--- config.mk ---
export PLATFORM = sky130hd
export DESIGN_NAME = spi_reg_bank
export DESIGN_NICKNAME = d
export VERILOG_FILES = /design/src/rtl/spi_reg_bank.sv
export SDC_FILE = /design/constraint.sdc
export NUM_CORES = 1
export LEC_CHECK = 0
export BUFFER_PORTS_ARGS = -buffer_cell sky130_fd_sc_hd__buf_2
export CAP_MARGIN = 20
export CORE_ASPECT_RATIO = 0.75
export CORE_UTILIZATION = 35
export DETAILED_ROUTE_END_ITERATION = 7
export GPL_ROUTABILITY_DRIVEN = 1
export GPL_TIMING_DRIVEN = 0
export PLACE_DENSITY = 0.51
export SLEW_MARGIN = 5
export SYNTH_ARGS = -nofsm -noshare
export SYNTH_HDL_FRONTEND = slang
export SYNTH_SLANG_ARGS = --single-unit
--- constraint.sdc ---
create_clock -name clk -period 3.8 [get_ports clk]
set_input_delay 0 -clock clk [delete_from_list [all_inputs] [get_ports clk]]
set_output_delay 0 -clock clk [all_outputs]
set_load 0.005 [all_outputs]
--- src/rtl/spi_reg_bank.sv ---
// SPI mode-0 slave feeding a staging register array that is copied to the active
// array on a frame boundary. Optional MISO readback enabled by SPI_READBACK_EN.
module spi_reg_bank #(
  parameter int NUM_REGS    = 16,
  parameter int SYNC_STAGES = 2
) (
  input  logic                  clk,
  input  logic                  reset_n,
  input  logic                  spi_sclk,
  input  logic                  spi_mosi,
  output logic                  spi_miso,
  input  logic                  spi_cs,
  input  logic                  next_frame,
  output logic [NUM_REGS*8-1:0] regs_out,
  output logic                  reg_update,
  output logic                  busy
);
  localparam int ADDR_W = $clog2(NUM_REGS);

  typedef enum logic [1:0] {IDLE, CMD, DATA} state_t;

  logic [SYNC_STAGES-1:0] sclk_sync_q, mosi_sync_q, cs_sync_q;
  logic                   sclk_d1_q, cs_d1_q;
  logic                   sclk_s, mosi_s, cs_s;
  logic                   sclk_rise, cs_fall;

  state_t              state_q, state_d;
  logic [2:0]          bit_cnt_q, bit_cnt_d;
  logic [6:0]          shift_q, shift_d;
  logic [ADDR_W-1:0]   addr_q, addr_d;
  logic                is_write_q, is_write_d;
  logic                dirty_q, dirty_d;
  logic                reg_update_q;

  logic [7:0]          byte_in;
  logic                cmd_done, data_done, wr_en, commit;

  always_ff @(posedge clk or negedge reset_n) begin
    if (!reset_n) begin
      sclk_sync_q <= '0;
      mosi_sync_q <= '0;
      cs_sync_q   <= '1;
      sclk_d1_q   <= 1'b0;
      cs_d1_q     <= 1'b1;
    end else begin
      sclk_sync_q <= {sclk_sync_q[SYNC_STAGES-2:0], spi_sclk};
      mosi_sync_q <= {mosi_sync_q[SYNC_STAGES-2:0], spi_mosi};
      cs_sync_q   <= {cs_sync_q[SYNC_STAGES-2:0], spi_cs};
      sclk_d1_q   <= sclk_s;
      cs_d1_q     <= cs_s;
    end
  end

  assign sclk_s    = sclk_sync_q[SYNC_STAGES-1];
  assign mosi_s    = mosi_sync_q[SYNC_STAGES-1];
  assign cs_s      = cs_sync_q[SYNC_STAGES-1];
  assign sclk_rise = sclk_s & ~sclk_d1_q;
  assign cs_fall   = ~cs_s & cs_d1_q;

  assign byte_in   = {shift_q, mosi_s};
  assign cmd_done  = ~cs_s && (state_q == CMD)  && sclk_rise && (bit_cnt_q == 3'd7);
  assign data_done = ~cs_s && (state_q == DATA) && sclk_rise && (bit_cnt_q == 3'd7);
  assign wr_en     = data_done & is_write_q;
  assign commit    = next_frame & dirty_q;

  always_comb begin
    state_d    = state_q;
    bit_cnt_d  = bit_cnt_q;
    shift_d    = shift_q;
    addr_d     = addr_q;
    is_write_d = is_write_q;
    if (cs_s) begin
      // Deselect aborts from any state; a partial byte is simply dropped.
      state_d = IDLE;
    end else begin
      case (state_q)
        IDLE: begin
          if (cs_fall) begin
            state_d   = CMD;
            bit_cnt_d = 3'd0;
          end
        end
        CMD, DATA: begin
          if (sclk_rise) begin
            shift_d   = byte_in[6:0];
            bit_cnt_d = bit_cnt_q + 3'd1;
          end
          if (cmd_done) begin
            state_d    = DATA;
            is_write_d = byte_in[7];
            addr_d     = byte_in[ADDR_W-1:0];
          end else if (data_done) begin
            addr_d = addr_q + 1'b1;
          end
        end
        default: state_d = IDLE;
      endcase
    end
  end

  // A write completing alongside a commit lands in staging and keeps dirty set.
  assign dirty_d = (dirty_q & ~commit) | wr_en;

  always_ff @(posedge clk or negedge reset_n) begin
    if (!reset_n) begin
      state_q      <= IDLE;
      bit_cnt_q    <= 3'd0;
      shift_q      <= 7'd0;
      addr_q       <= '0;
      is_write_q   <= 1'b0;
      dirty_q      <= 1'b0;
      reg_update_q <= 1'b0;
    end else begin
      state_q      <= state_d;
      bit_cnt_q    <= bit_cnt_d;
      shift_q      <= shift_d;
      addr_q       <= addr_d;
      is_write_q   <= is_write_d;
      dirty_q      <= dirty_d;
      reg_update_q <= commit;
    end
  end

`ifdef SPI_READBACK_EN
  logic [NUM_REGS*8-1:0] staging_flat;
`endif

  generate
    for (genvar gi = 0; gi < NUM_REGS; gi++) begin : g_reg
      logic [7:0] stage_q, act_q;
      always_ff @(posedge clk or negedge reset_n) begin
        if (!reset_n) begin
          stage_q <= 8'd0;
          act_q   <= 8'd0;
        end else begin
          if (wr_en && (addr_q == ADDR_W'(gi))) stage_q <= byte_in;
          if (commit) act_q <= stage_q;
        end
      end
      assign regs_out[8*gi +: 8] = act_q;
`ifdef SPI_READBACK_EN
      assign staging_flat[8*gi +: 8] = stage_q;
`endif
    end
  endgenerate

`ifdef SPI_READBACK_EN
  logic [7:0]        tx_q, tx_d;
  logic [ADDR_W-1:0] rd_addr;
  logic              sclk_fall;

  assign sclk_fall = ~sclk_s & sclk_d1_q;
  assign rd_addr   = cmd_done ? byte_in[ADDR_W-1:0] : addr_q + 1'b1;

  // The falling edge right after a load (bit counter at 0) must not shift,
  // otherwise the MSB would never be seen by the host's next rising edge.
  always_comb begin
    tx_d = tx_q;
    if ((cmd_done && !byte_in[7]) || (data_done && !is_write_q))
      tx_d = staging_flat[{rd_addr, 3'b000} +: 8];
    else if (sclk_fall && (bit_cnt_q != 3'd0))
      tx_d = {tx_q[6:0], 1'b0};
  end

  always_ff @(posedge clk or negedge reset_n) begin
    if (!reset_n) tx_q <= 8'd0;
    else          tx_q <= tx_d;
  end

  assign spi_miso = (state_q == DATA) && !is_write_q && tx_q[7];
`else
  assign spi_miso = 1'b0;
`endif

  assign reg_update = reg_update_q;
  assign busy       = (state_q != IDLE);

endmodule

**Word level (Yosys, flattened, before mapping)**

Cells that the tools add are included.

- Logic and storage cells: 119
- Output and inout port bits: 131
- Register bits after elaboration: 283
- Input bits: 6

- Multiplexer cells: 9
- Reduce and logical (&&, ||, !) cells: 33
- Equal/unequal tests: 22
- $add $sub $neg: 2
- Bitwise logic cells: 9

Operators with widths:

| cell | number |
|---|---|
| == test 4 bit (second input constant) | 8 |
| logical AND 1 bit | 22 |
| == test 4 x 3 -> 1 bit (second input constant) | 4 |
| AND reduction 3 bit | 3 |
| == test 4 x 2 -> 1 bit (second input constant) | 2 |
| two-way mux 4 bit | 2 |
| two-way mux 2 bit | 3 |
| two-way mux 3 bit | 2 |
| inequality test 3 bit (second input constant) | 2 |
| one-hot mux 3 bit (2 select lines) | 1 |
| nonzero test 2 bit | 3 |
| AND 1 bit | 5 |
| adder 4 x 1 -> 4 bit (second input constant) | 1 |
| == test 4 x 1 -> 1 bit (second input constant) | 1 |
| zero test 4 bit | 1 |
| inequality test 2 bit (second input constant) | 2 |
| one-hot mux 2 bit (2 select lines) | 1 |
| AND reduction 4 bit | 1 |
| adder 3 x 1 -> 3 bit (second input constant) | 1 |
| == test 3 bit (second input constant) | 1 |
| inverter 1 bit | 3 |
| == test 2 x 1 -> 1 bit (second input constant) | 1 |
| == test 2 bit (second input constant) | 1 |
| zero test 2 bit | 1 |
| other kinds (3) | 3 |

**Depth between registers and ports, before layout**

- Depth after elaboration: 7
- Gate-level depth with buffers: 6
- Depth with buffers taken out: 5

**Worst setup path before layout**

Ideal clock, no wire load.

- Path kind: register to register
- From: reg bit_cnt_q[0]
- To: reg g_reg[2].stage_q[0]
- Period minus slack after synthesis: 2.013 ns
- Data arrival time: 1.888 ns
- Data required time: 3.675 ns
- Library setup time: 0.125 ns
- Path slack: 1.787 ns
- Path buffers: 1
- Cell stages (with the launch flop): 7
- Cell sequence: dfrtp_1 > ha_1 > ha_1 > buf_4 > nand4b_4 > nor4_4 > mux2_2

- Cells in the longest elaborated chain, start to end: 4

RTL lines:

| element | line | text |
|---|---|---|
| start: declaration | 28 | `logic [2:0] bit_cnt_q, bit_cnt_d;` |
| start signal: assignment | 115 | `bit_cnt_q <= bit_cnt_d;` |
| == test 3 bit | 62 | `assign data_done = ~cs_s && (state_q == DATA) && sclk_rise && (bit_cnt_q == 3'd7);` |
| logical AND 1 bit | 62 |  |
| AND 1 bit | 63 | `assign wr_en = data_done & is_write_q;` |
| logical AND 1 bit | 136 | `if (wr_en && (addr_q == ADDR_W'(gi))) stage_q <= byte_in;` |
| end signal: assignment | 136 |  |
| end: declaration | 130 | `logic [7:0] stage_q, act_q;` |

Every way passes these cells.
A chain may end at the register's enable or synchronous reset.

**Worst setup path after layout**

- From: reg state_q[0]
- To: reg g_reg[2].stage_q[1]

- Cells in the longest elaborated chain, start to end: 6

RTL lines:

| element | line | text |
|---|---|---|
| start: declaration | 27 | `state_t state_q, state_d;` |
| start signal: assignment | 114 | `state_q <= state_d;` |
| == test 2 bit | 62 |  |
| logical AND 1 bit (3 in a row) | 62 |  |
| AND 1 bit | 63 |  |
| logical AND 1 bit | 136 |  |

Every way passes these cells.

==> impl_metrics.toml <==
[run_status]
status = "complete, no violations"

[sta]
fin_skew_ns = 0.02511
finalSetupViolCount = 0
rsz0062_at_grt = "no"
holdWs_ns = 0.05178
slew_viol_final = 0
fmax_mhz = 410.7
relSlewSlack = 0.4587
hold_viol_final = 0
worst_slack_ns = 1.365
tightestPinTransition_ns = 0.8119
layout_worst_path_cycle_share = 0.6408
min_period_ns = 2.435

[final_layout]
final_nets = 867
insertedDiodeCount = 0
area_delta_synth_final_pct = 20.91
final_cells = 1272
drive_above_1_share = 0.5487

[setup_path]
path_class = "register to register"
cp-end-kind = "register"
worstPathArrival_ns = 2.85
r2r_slack_ns = 1.36
path_max_fanout = 10
start_kind = "register"
cp.required_ns = 4.21

[grt]
grt_pass1_vias = 6646
grt_pass1_wl_mm = 39.94
grt_use_total = 0.1589
gr-total-overflow = 0
grt_max_degree = 117
antenna_found_initial = 0

[detailed_routing]
detail_route.vias_per_cell = 4.868
wl_per_cell_microns = 19.56
wl_met3_microns = 968
antenna_left = 0
vias = 6192
drt_wl_total_mm = 24.88
dr.pass1.iters = 4
met1Wirelength_mm = 11.33
wl_met2_mm = 11.90
drtIter0Drc = 275
drc_errors = 0
top_layer = "met4"

[logic_synthesis]
synth_top_cell_by_area = "dfrtp_1"
synth_cell_types = 40
synth-async-reset-ratio = 1.000
synth_area_sq_um = 11060
yosysMostFrequentCell = "dfrtp_1"
netlist_top_cells_area = "dfrtp_1, mux2_2, nor3_4"
synth_common_cells = "dfrtp_1, mux2_2, nand2_1, clkbuf_1, nor3_4"
syn_avg_cell_area_sq_um = 16.28
synth-edff-count = 0
synth_top_area_share = 0.6337
syn-num-nets = 694
synth_seq_cells = 283
ys_seq_area_frac = 0.6408
synth-warning-count = 0
synth_ff_type = "dfrtp_1"
synthesis.instances = 679

[floorplanning]
die_w_microns = 207.2
start_util = 0.3611
core_region_area_sq_um = 30620
die_h_microns = 155.9
die_area_sq_um = 32310
std_cell_rows = 55
ioPinCount = 137

[run]
cap_violations = 0

[clock_tree]
cts_buffers = 29
insertion_delay_ns = 0.55
cts_root_buffer = "clkbuf_16"
ctsResizeCount = 0
cts_max_level = 1
cts_tree = "yes"
cts.clk_slew.worst_paths_ns = 0.07
ctsLongestPathBuffers = 3
ctsHoldBuffers = 5
cts.sinks = 283
cts_setup_buffers = 0

[power_and_ir_drop]
leakage_nw = 7.313
peakVddDrop_mv = 0.3153
powerDensity_nw_per_um2 = 466.7

[hold_path]
hp-class = "input port to asynchronous set/reset pin"

[place]
port_buffers = 135
dpl.cell_count = 1215
dpl.hpwl_mm = 16.90
pre_cts_ws_ns = 1.369
place_congestion = 0.7797
[per-stage QoR]
stage | cell area (sq um) | power (mW) | TNS (ns) | utilization
floorplan | 11060 | 3.157 | 0 | -
detailed placement | 12300 | 3.309 | 0 | 0.4016
global placement | 12230 | 3.293 | -607.10 | 0.3994
global route | 13370 | 6.489 | 0 | 0.4366
CTS | 13370 | 6.345 | 0 | 0.4366
finish | 13370 | 6.239 | 0 | 0.4366
[metal layers]
layer / vias up / track usage
met3: 44 / 0.02476
met4: 0 / 0.04655
li1: 2752 / -
met1: 3266 / 0.2172
met2: 130 / 0.2625
met5: - / 0
[cell families (layout without fill, tap and decap cells)]
family	Yosys count	in the layout	synth area share
adders and majority gates	9	9	0.01018
and+or+nand+nor	63	63	0.05409
muxes	258	258	0.2628
AOI/OAI and AO/OA	19	19	0.01347
other	1	1	0.0003392
DFF	283	283	0.6408
buffers and inverters	46	240	0.01833
[final cells by class]
type	count	area, sq um
plain buffers	36	165.2
clock buffers	41	860.8
clock inverters	11	161.4
fillers	2726	17250
inverters	10	37.54
multi-input cells	350	3769
flip-flops and latches	283	7086
well taps	399	499.2
repair buffers	142	790.8
[where the power goes]
part | switching, mW | total, mW | internal [mW] | leakage (nW)
sequential | 0.0122 | 3.04 | 3.03 | 3.93
combinational | 0.168 | 0.208 | 0.0394 | 2.88
clock | 1.15 | 2.99 | 1.84 | 0.506
total | 1.33 | 6.24 | 4.91 | 7.31
[path summary, 6_finish.rpt]
kind	endpoint	cells after the start	from
worst max-delay path	g_reg[2].stage_q[1]$_DFFE_PN0P_	6	state_q[0]$_DFFE_PN0P_
worst min-delay path	g_reg[0].stage_q[2]$_DFFE_PN0P_	2	reset_n
worst max register to register	g_reg[2].stage_q[1]$_DFFE_PN0P_	6	state_q[0]$_DFFE_PN0P_
worst min register to register	mosi_sync_q[1]$_DFF_PN0_	0	mosi_sync_q[0]$_DFF_PN0_
max in group asynchronous	g_reg[11].stage_q[5]$_DFFE_PN0P_	4	reset_n
min in group clk	mosi_sync_q[0]$_DFF_PN0_	2	spi_mosi
[critical path: stages, from the launching register on]
cell	delay, ns
dfrtp_1	0.38
inv_1	0.11
ha_1	0.15
buf_4	0.20
nand3b_1	0.38
nor4_4	0.66
mux2_2	0.41
[sequential cells by signal (all words and copies together) (netlist names), 3 cells and up]
register	cells
addr_q	4
bit_cnt_q	3
g.act_q	128
g.stage_q	128
shift_q	7
[placed cells by master, fill, tap and decap left out, drive strengths merged, types with 3 or more instances in the layout]
cell type,synthesis,layout
dfrtp,280,280
ha,9,9
bufinv,0,4
nand2,24,24
nor4,4,4
dlygate4sd3,0,5
inv,10,11
nand4b,6,6
dfstp,3,3
clkinv,0,5
nor3b,3,3
nand2b,3,3
buf,17,154
clkbuf,19,60
nor2,3,3
mux2,258,258
nor3,12,12
No activity file was read; power rests on OpenSTA's default activity.
